$ cat src/rtl/access_guard_ctrl.sv
// Access-policy and door-actuation controller: walks an EEPROM allowlist on each
// authentication, drives per-door unlock timers and enforces a failed-attempt lockout.
module access_guard_ctrl #(
    parameter int         NUM_DOORS      = 2,
    parameter int         ID_BYTES       = 4,
    parameter int         NUM_ENTRIES    = 8,
    parameter logic [6:0] BASE_ADDR      = 7'h20,
    parameter int         UNLOCK_CYCLES  = 500000000,
    parameter int         MAX_FAILS      = 3,
    parameter int         LOCKOUT_CYCLES = 1000000000,
    localparam int        DSEL_W         = (NUM_DOORS > 1) ? $clog2(NUM_DOORS) : 1
) (
    input  logic                  clk,
    input  logic                  rst_n,
    input  logic                  auth_success_i,
    input  logic                  auth_failed_i,
    input  logic [8*ID_BYTES-1:0] card_id_i,
    input  logic [DSEL_W-1:0]     door_sel_i,
    output logic                  ee_req_valid_o,
    input  logic                  ee_req_ready_i,
    output logic [6:0]            ee_req_addr_o,
    input  logic                  ee_rsp_valid_i,
    input  logic [7:0]            ee_rsp_data_i,
    output logic [NUM_DOORS-1:0]  door_unlock_o,
    output logic                  status_granted_o,
    output logic                  status_denied_o,
    output logic                  lockout_o,
    output logic                  busy_o
);

    localparam int EW = (NUM_ENTRIES > 1) ? $clog2(NUM_ENTRIES) : 1;
    localparam int UW = (UNLOCK_CYCLES > 1) ? $clog2(UNLOCK_CYCLES + 1) : 1;
    localparam int LW = (LOCKOUT_CYCLES > 1) ? $clog2(LOCKOUT_CYCLES + 1) : 1;
    localparam int FW = (MAX_FAILS > 1) ? $clog2(MAX_FAILS + 1) : 1;
    localparam logic [6:0] STRIDE = 7'(ID_BYTES + 1);

    typedef enum logic [2:0] {IDLE, FETCH, WAIT, GRANT, DENY} state_e;

    state_e                state_q;
    logic [EW-1:0]         entry_q;
    logic [3:0]            byte_q;
    logic [6:0]            addr_q;
    logic [8*ID_BYTES-1:0] card_q;
    logic [DSEL_W-1:0]     sel_q;
    logic [FW-1:0]         fail_q;
    logic [LW-1:0]         lock_timer_q;
    logic                  lockout_q;
    logic                  req_valid_q;
    logic                  granted_q;
    logic                  denied_q;
    logic [UW-1:0]         door_timer_q [NUM_DOORS];
    logic [NUM_DOORS-1:0]  unlock_q;

    logic [7:0] id_byte;
    logic       mask_ok;
    logic       byte_ok;
    logic       rsp_fire;
    logic       is_last_byte;
    logic       is_last_entry;
    logic       idle_deny;
    logic       grant_fire;
    logic       deny_fire;
    logic       lock_trip;
    logic [6:0] next_entry_addr;

    // Expected ID byte for the current byte index and the mask bit of the requested door.
    always_comb begin
        id_byte = 8'h00;
        for (int k = 1; k <= ID_BYTES; k++) begin
            if (byte_q == 4'(k)) id_byte = card_q[8*(ID_BYTES-k) +: 8];
        end
        mask_ok = 1'b0;
        for (int d = 0; d < NUM_DOORS; d++) begin
            if (sel_q == DSEL_W'(d)) mask_ok = ee_rsp_data_i[d];
        end
    end

    assign rsp_fire        = (state_q == WAIT) && ee_rsp_valid_i;
    assign is_last_byte    = (byte_q == 4'(ID_BYTES));
    assign is_last_entry   = (entry_q == EW'(NUM_ENTRIES - 1));
    assign byte_ok         = (byte_q == 4'd0) ? mask_ok : (ee_rsp_data_i == id_byte);
    assign idle_deny       = (state_q == IDLE) && (auth_failed_i || (auth_success_i && lockout_q));
    assign grant_fire      = rsp_fire && byte_ok && is_last_byte;
    assign deny_fire       = idle_deny || (rsp_fire && !byte_ok && is_last_entry);
    assign lock_trip       = deny_fire && !lockout_q && (fail_q == FW'(MAX_FAILS - 1));
    assign next_entry_addr = BASE_ADDR + (7'(entry_q) + 7'd1) * STRIDE;

    // Status pulses, fail counter and lockout are updated on the deciding edge so they
    // line up with the transition into GRANT/DENY.
    always_ff @(posedge clk or negedge rst_n) begin
        if (!rst_n) begin
            state_q      <= IDLE;
            entry_q      <= '0;
            byte_q       <= '0;
            addr_q       <= '0;
            card_q       <= '0;
            sel_q        <= '0;
            fail_q       <= '0;
            lock_timer_q <= '0;
            lockout_q    <= 1'b0;
            req_valid_q  <= 1'b0;
            granted_q    <= 1'b0;
            denied_q     <= 1'b0;
        end else begin
            granted_q <= grant_fire;
            denied_q  <= deny_fire;
            case (state_q)
                IDLE: begin
                    if (idle_deny) begin
                        state_q <= DENY;
                    end else if (auth_success_i) begin
                        card_q      <= card_id_i;
                        sel_q       <= door_sel_i;
                        entry_q     <= '0;
                        byte_q      <= '0;
                        addr_q      <= BASE_ADDR;
                        req_valid_q <= 1'b1;
                        state_q     <= FETCH;
                    end
                end
                FETCH: begin
                    if (ee_req_ready_i) begin
                        req_valid_q <= 1'b0;
                        state_q     <= WAIT;
                    end
                end
                WAIT: begin
                    if (ee_rsp_valid_i) begin
                        if (grant_fire) begin
                            state_q <= GRANT;
                        end else if (byte_ok) begin
                            byte_q      <= byte_q + 4'd1;
                            addr_q      <= addr_q + 7'd1;
                            req_valid_q <= 1'b1;
                            state_q     <= FETCH;
                        end else if (is_last_entry) begin
                            state_q <= DENY;
                        end else begin
                            entry_q     <= entry_q + 1'b1;
                            byte_q      <= '0;
                            addr_q      <= next_entry_addr;
                            req_valid_q <= 1'b1;
                            state_q     <= FETCH;
                        end
                    end
                end
                GRANT, DENY: state_q <= IDLE;
                default:     state_q <= IDLE;
            endcase

            if (grant_fire) begin
                fail_q <= '0;
            end else if (deny_fire && !lockout_q) begin
                fail_q <= lock_trip ? '0 : fail_q + 1'b1;
            end

            if (lock_trip) begin
                lockout_q    <= (LOCKOUT_CYCLES != 0);
                lock_timer_q <= LW'(LOCKOUT_CYCLES);
            end else if (lock_timer_q != '0) begin
                lock_timer_q <= lock_timer_q - 1'b1;
                lockout_q    <= (lock_timer_q != LW'(1));
            end
        end
    end

    // Independent per-door timers; a re-grant reloads the full open time.
    always_ff @(posedge clk or negedge rst_n) begin
        if (!rst_n) begin
            for (int d = 0; d < NUM_DOORS; d++) door_timer_q[d] <= '0;
            unlock_q <= '0;
        end else begin
            for (int d = 0; d < NUM_DOORS; d++) begin
                if (grant_fire && (sel_q == DSEL_W'(d))) begin
                    door_timer_q[d] <= UW'(UNLOCK_CYCLES);
                    unlock_q[d]     <= 1'b1;
                end else if (door_timer_q[d] != '0) begin
                    door_timer_q[d] <= door_timer_q[d] - 1'b1;
                    unlock_q[d]     <= (door_timer_q[d] != UW'(1));
                end
            end
        end
    end

    assign ee_req_valid_o   = req_valid_q;
    assign ee_req_addr_o    = addr_q;
    assign door_unlock_o    = unlock_q;
    assign status_granted_o = granted_q;
    assign status_denied_o  = denied_q;
    assign lockout_o        = lockout_q;
    assign busy_o           = (state_q != IDLE);

endmodule

$ cat config.mk
export PLATFORM = sky130hd
export DESIGN_NAME = access_guard_ctrl
export DESIGN_NICKNAME = d
export VERILOG_FILES = /design/src/rtl/access_guard_ctrl.sv
export SDC_FILE = /design/constraint.sdc
export NUM_CORES = 1
export LEC_CHECK = 0
export CAP_MARGIN = 20
export CORE_MARGIN = 4
export CORE_UTILIZATION = 50
export DETAILED_ROUTE_END_ITERATION = 8
export PLACE_DENSITY = 0.7
export SLEW_MARGIN = 20
export SYNTH_ARGS = -nofsm -noshare
export SYNTH_HDL_FRONTEND = slang
export SYNTH_SLANG_ARGS = --single-unit
$ cat constraint.sdc
create_clock -name clk -period 2.75 [get_ports clk]
set_input_delay 0.275 -clock clk [delete_from_list [all_inputs] [get_ports clk]]
set_output_delay 0.275 -clock clk [all_outputs]
set_load 0.01 [all_outputs]
---- After elaboration in Yosys (flattened, before gate mapping) ----
Index checks and enable logic that the tools add are counted.
storage, ports and cells
  bits in registers ....................... 146
  latch bits .............................. 0
  RAM bits ................................ 0
  ROM bits ................................ 0
  bits of input ports ..................... 47
  output and inout bits ................... 14
  logic and storage cells ................. 139
  memories ................................ 0
operators by class
  add/subtract/negate cells ............... 9
  $mul .................................... 1
  divide/modulo/power cells ............... 0
  magnitude comparators ................... 0
  equal/unequal tests ..................... 21
  shifts and indexed selects .............. 0
  multiplexer cells ....................... 58
  bitwise logic cells ..................... 2
  reduce and logical (&&, ||, !) cells .... 32
operators with widths
  cell                                                                       count
  29-bit 2-to-1 mux                                                          4
  30-bit 2-to-1 mux                                                          2
  29-bit by 1-bit inequality test with 1-bit output (second input constant)  2
  29-bit nonzero test                                                        2
  29-bit by 1-bit subtractor with 29-bit output (second input constant)      2
  7-bit 2-to-1 mux                                                           6
  3-bit 2-to-1 mux                                                           13
  8-bit 2-to-1 mux                                                           4
  30-bit by 1-bit inequality test with 1-bit output (second input constant)  1
  30-bit nonzero test                                                        1
  30-bit by 1-bit subtractor with 30-bit output (second input constant)      1
  4-bit 2-to-1 mux                                                           6
  1-bit 2-to-1 mux                                                           15
  2-bit inequality test (second input constant)                              7
  7-bit one-hot mux with 2 select lines                                      1
  7-bit AND reduction                                                        2
  1-bit logical AND                                                          11
  2-bit nonzero test                                                         5
  3-bit one-hot mux with 3 select lines                                      1
  4-bit by 2-bit equality test with 1-bit output (second input constant)     2
  8-bit equality test                                                        1
  4-bit one-hot mux with 2 select lines                                      1
  6-bit by 7-bit adder with 7-bit output (first input constant)              1
  7-bit by 1-bit adder with 7-bit output (second input constant)             1
  23 further kinds                                                           31

---- Depth between registers and ports, before layout ----
  depth in word-level cells ............... 16
  depth in mapped cells ................... 15
  depth with buffers taken out ............ 12

---- Worst setup path before layout ----
Ideal clock, no wire load.
  path type ............................... reg2reg
  from .................................... reg byte_q[0]
  to ...................................... reg door_timer_q[5] (netlist name)
  library setup time ...................... 0.119 ns
  data arrival time ....................... 2.877 ns
  required time ........................... 2.631 ns
  setup slack ............................. -0.246 ns
  stages on the path, launching flop included .. 15
  buffers on the path ..................... 3
  period minus slack after synthesis ...... 2.996 ns
  path through ............................ dfrtp_1 -> inv_1 -> ha_1 -> buf_2 -> a21oi_1 -> a221oi_1 -> mux2_2 -> nor3_1 -> nand3_1 -> o21a_4 -> nor3_4 -> and2_1 -> buf_4 -> buf_6 -> nor2_1
between the ends
  cells in the longest elaborated chain, start to end .. 11
  elaborated cells between the ends (all ways) .. 16
  classes of those cells .................. 5 x eq/ne; 6 x mux; 5 x reduce/logical
ends and longest elaborated chain
  what                                                            RTL line  text
  start: declaration                                              41        logic [3:0] byte_q;
  start signal: assignment                                        132       byte_q <= byte_q + 4'd1;
  4-bit by 1-bit equality test with 1-bit output                  70        if (byte_q == 4'(k)) id_byte = card_q[8*(ID_BYTES-k) +: 8];
  8-bit 2-to-1 mux (4 in series)                                  70
  8-bit equality test                                             81        assign byte_ok = (byte_q == 4'd0) ? mask_ok : (ee_rsp_data_i == id_byte);
  1-bit 2-to-1 mux                                                81
  1-bit logical AND                                               83        assign grant_fire = rsp_fire && byte_ok && is_last_byte;
  1-bit logical AND *                                             83
  via grant_fire                                                  61        logic grant_fire;
  1-bit logical AND *                                             174       if (grant_fire && (sel_q == DSEL_W'(d))) begin
  29-bit 2-to-1 mux / 2-bit nonzero test (equally long branches)  -
  end signal: indexed assignment                                  175       door_timer_q[d] <= UW'(UNLOCK_CYCLES);
  end signal: indexed assignment                                  178       door_timer_q[d] <= door_timer_q[d] - 1'b1;
  end: declaration                                                51        logic [UW-1:0] door_timer_q [NUM_DOORS];
The timed path passes the listed nets; every way through them passes the cells marked *.
A chain may end at the register's enable or synchronous reset.

---- Final worst setup path ----
  from .................................... reg byte_q[0]
  to ...................................... reg door_timer_q[57] (netlist name)
Same word-level chain as after synthesis.

==> impl_metrics.tcl <==
set metrics [dict create \
    die_y_um 131.3 \
    cts_tree "yes" \
    grt_util_all_layers_pct 21.53 \
    hold_violations 0 \
    hp-class "in -> async" \
    post_route_cells_drive_above_1_share_pct 28.16 \
    clk_pin_slew_ns 0.06 \
    portBuffers 60 \
    fmax_mhz 342.9 \
    pin_count 61 \
    via_count 6260 \
    critical-path-slowest-cell "dfrtp_1" \
    drt_iter0_drc 392 \
    max_slew_margin_pct 46.54 \
    wl_met2_mm 9.307 \
    synth_area_per_cell_um2 9.819 \
    firstDrtPassIters 5 \
    pre_cts_slack_ns -0.2084 \
    ys_types 67 \
    cts_max_path_buffers 2 \
    end_kind "flip-flop" \
    ys_warn_count 0 \
    hpwl_mm 12.47 \
    critPathMaxFanout 7 \
    violations "negative setup slack" \
    row_count 44 \
    async_flop_share_pct 100.0 \
    grt.overflow.total 0 \
    postRouteAntennaNets 0 \
    cts_sinks 146 \
    fp.dieW_um 131.3 \
    crit_type "reg -> reg" \
    rsz0062_at_grt "yes" \
    grt_pass1_wl_mm 30.71 \
    insertion_delay_ns 0.43 \
    diodes 0 \
    htreeDepth 4 \
    numCtsBuffers 17 \
    setup_ws_ns -0.1663 \
    place_area_um2 8890 \
    synthFlopType "dfrtp_1" \
    drcViolationCount 0 \
    viasPerCell 5.635 \
    cts_root_buffer "clkbuf_16" \
    tightest_slew_ns 0.8019 \
    fin_crit_sh_pct 106.0 \
    clock_skew_ns 0.008155 \
    grt_pass1_vias 6363 \
    layout_commonest_cell "dfrtp_1" \
    setup_violations 105 \
    place.gp.congestion 0.9171 \
    topRoutingLayerUsed "met4" \
    cp.required_ns 3.12 \
    power_w 0.006104 \
    crit_path_start_kind "flip-flop" \
    initial_core_util_pct 51.70 \
    arrival_ns 3.29 \
    syn_to_final_growth_pct 34.61 \
    finish.utilization_pct 69.59 \
    core_area_um2 14700 \
    max-vdd-ir-drop_v 0.0004764 \
    antenna_found_initial 0 \
    ys_seq_elements 146 \
    p_per_area_nw_per_um2 596.6 \
    route.met3.wl_um 707 \
    final_max_slew_viol_count 0 \
    crit_chain "inv_2 > ha_4 > buf_6 > nand3b_1 > a221oi_2 > mux2_4 > nor3_4 > nand3_2 > o21a_4 > nor3_4 > buf_6 > nand2b_4 > clkbuf_16 > nand2_2" \
    min_period_ns 2.916 \
    final_cell_mix "dfrtp_1 (145), nand2_1 (66), nor2_1 (64)" \
    wl_per_cell_um 16.58 \
    cpPeakStageDelay_ns 0.38 \
    syn_inst 774 \
    outcome "finished, violations left" \
    cap_violations 0 \
    wl_met1_mm 8.087 \
    grt_max_degree 58 \
    fin_area_um2 10230 \
    wl_mm 18.43 \
    p_leak_nw 3.786 \
    layout.nets 979 \
    synth_nets 839 \
    die_area_um2 17240 \
    syn_area_um2 7600 \
    synth_edf_count 0 \
    ys_seq_area_share_pct 48.07 \
]
## cell type report
| cell class | count | area (um^2) |
|---|---|---|
| Clock buffer | 19 | 442.9 |
| Clock inverter | 13 | 111.4 |
| Fill cell | 1045 | 4469 |
| Inverter | 27 | 101.3 |
| Multi-Input combinational cell | 576 | 4210 |
| Sequential cell | 146 | 3655 |
| Tap cell | 184 | 230.2 |
| Timing Repair Buffer | 146 | 1479 |
## layer usage
metal	up-vias	global-route usage, %
met5	-	0
met3	25	4.740
met4	0	6.943
met1	3119	28.56
li1	2998	-
met2	118	35.51
## worst max-delay path, delay by kind of cell, from the launching register on
kind | cells | cell delay (ns)
compound gates | 2 | 0.55
fa+ha+maj | 1 | 0.16
buf+inv | 4 | 0.55
flops | 1 | 0.38
mux | 1 | 0.34
simple gates | 6 | 0.87
## sequential cells by signal, indices dropped and copies added (netlist names)
name	flops
fail_q	2
state_q	3
ee_req_valid_o	1
sel_q	1
door_timer_q	58
lock_timer_q	30
entry_q	3
status_granted_o	1
ee_req_addr_o	7
status_denied_o	1
door_unlock_o	2
card_q	32
lockout_o	1
byte_q	4
## kinds of logic after synthesis
family | after synthesis | synth area share, %
AO/OA/AOI/OAI | 99 | 8.479
XOR/XNOR | 71 | 8.182
adder cells (fa/ha/maj) | 18 | 3.062
buffers and inverters | 52 | 3.062
flip-flops | 146 | 48.07
multiplexers | 41 | 6.026
AND/OR/NAND/NOR | 347 | 23.12
## repair_timing
action,CTS,global route
gates resized for setup,64,69
pin swaps,33,3
setup endpoints to repair,104,112
setup buffers,17,10
cloned,1,2
hold buffers,1,0
endpoints found under the hold margin,54,0
## synth_stat cells, types with 4 or more instances
cell | n | area share (%)
nor3_1 | 41 | 2.7
a221oi_1 | 6 | 0.69
xor2_1 | 22 | 2.5
dfrtp_1 | 146 | 48
or2_1 | 4 | 0.33
xnor2_1 | 49 | 5.6
or3_1 | 16 | 1.3
and3_1 | 5 | 0.41
nand2_1 | 96 | 4.7
inv_1 | 26 | 1.3
nor4_1 | 20 | 1.6
nand4_1 | 6 | 0.49
or4_1 | 12 | 1.2
buf_2 | 9 | 0.59
nor4_2 | 4 | 0.66
nor2b_1 | 7 | 0.58
clkbuf_1 | 10 | 0.49
mux2_2 | 38 | 5.6
nand3b_1 | 5 | 0.49
o21ai_0 | 32 | 2.1
a21oi_1 | 28 | 1.8
nand2b_1 | 8 | 0.66
nand3_1 | 27 | 1.8
ha_1 | 17 | 2.8
nor2_1 | 78 | 3.9
## path summary, 6_finish.rpt
check | startpoint | to | slack, ns | cells after the start
min in group clk | card_id_i[23] | card_q[23]$_DFFE_PN0P_ | 0.46 | 2
worst max-delay path | byte_q[0]$_DFFE_PN0P_ | door_timer_q[57]$_DFFE_PN0P_ | -0.17 | 14
worst max register to register | byte_q[0]$_DFFE_PN0P_ | door_timer_q[57]$_DFFE_PN0P_ | -0.17 | 14
max in group asynchronous | rst_n | lock_timer_q[8]$_DFFE_PN0P_ | 1.64 | 3
worst min register to register | door_timer_q[57]$_DFFE_PN0P_ | door_timer_q[57]$_DFFE_PN0P_ | 0.50 | 2
worst min-delay path | rst_n | door_timer_q[54]$_DFFE_PN0P_ | 0.38 | 2
## where the power goes
part	switching, W	internal [W]	leakage (nW)
sequential	0.000293	0.00245	1.53
clock	0.000929	0.00126	0.265
combinational	0.000505	0.000666	1.99
total	0.00173	0.00438	3.79
## stage by stage
stage | cells | TNS [ns] | hold slack [ns]
after floorplan | 774 | -0.2207 | -0.02059
after global placement | 1048 | -3.514 | 0.2722
after CTS | 1099 | -6.383 | 0.3843
after global routing | 1111 | -26.78 | 0.4382
final | 1111 | -10.44 | 0.3824
after detailed placement | 1048 | -12.33 | 0.2782
Note: power is estimated with default switching activity, not from simulation.
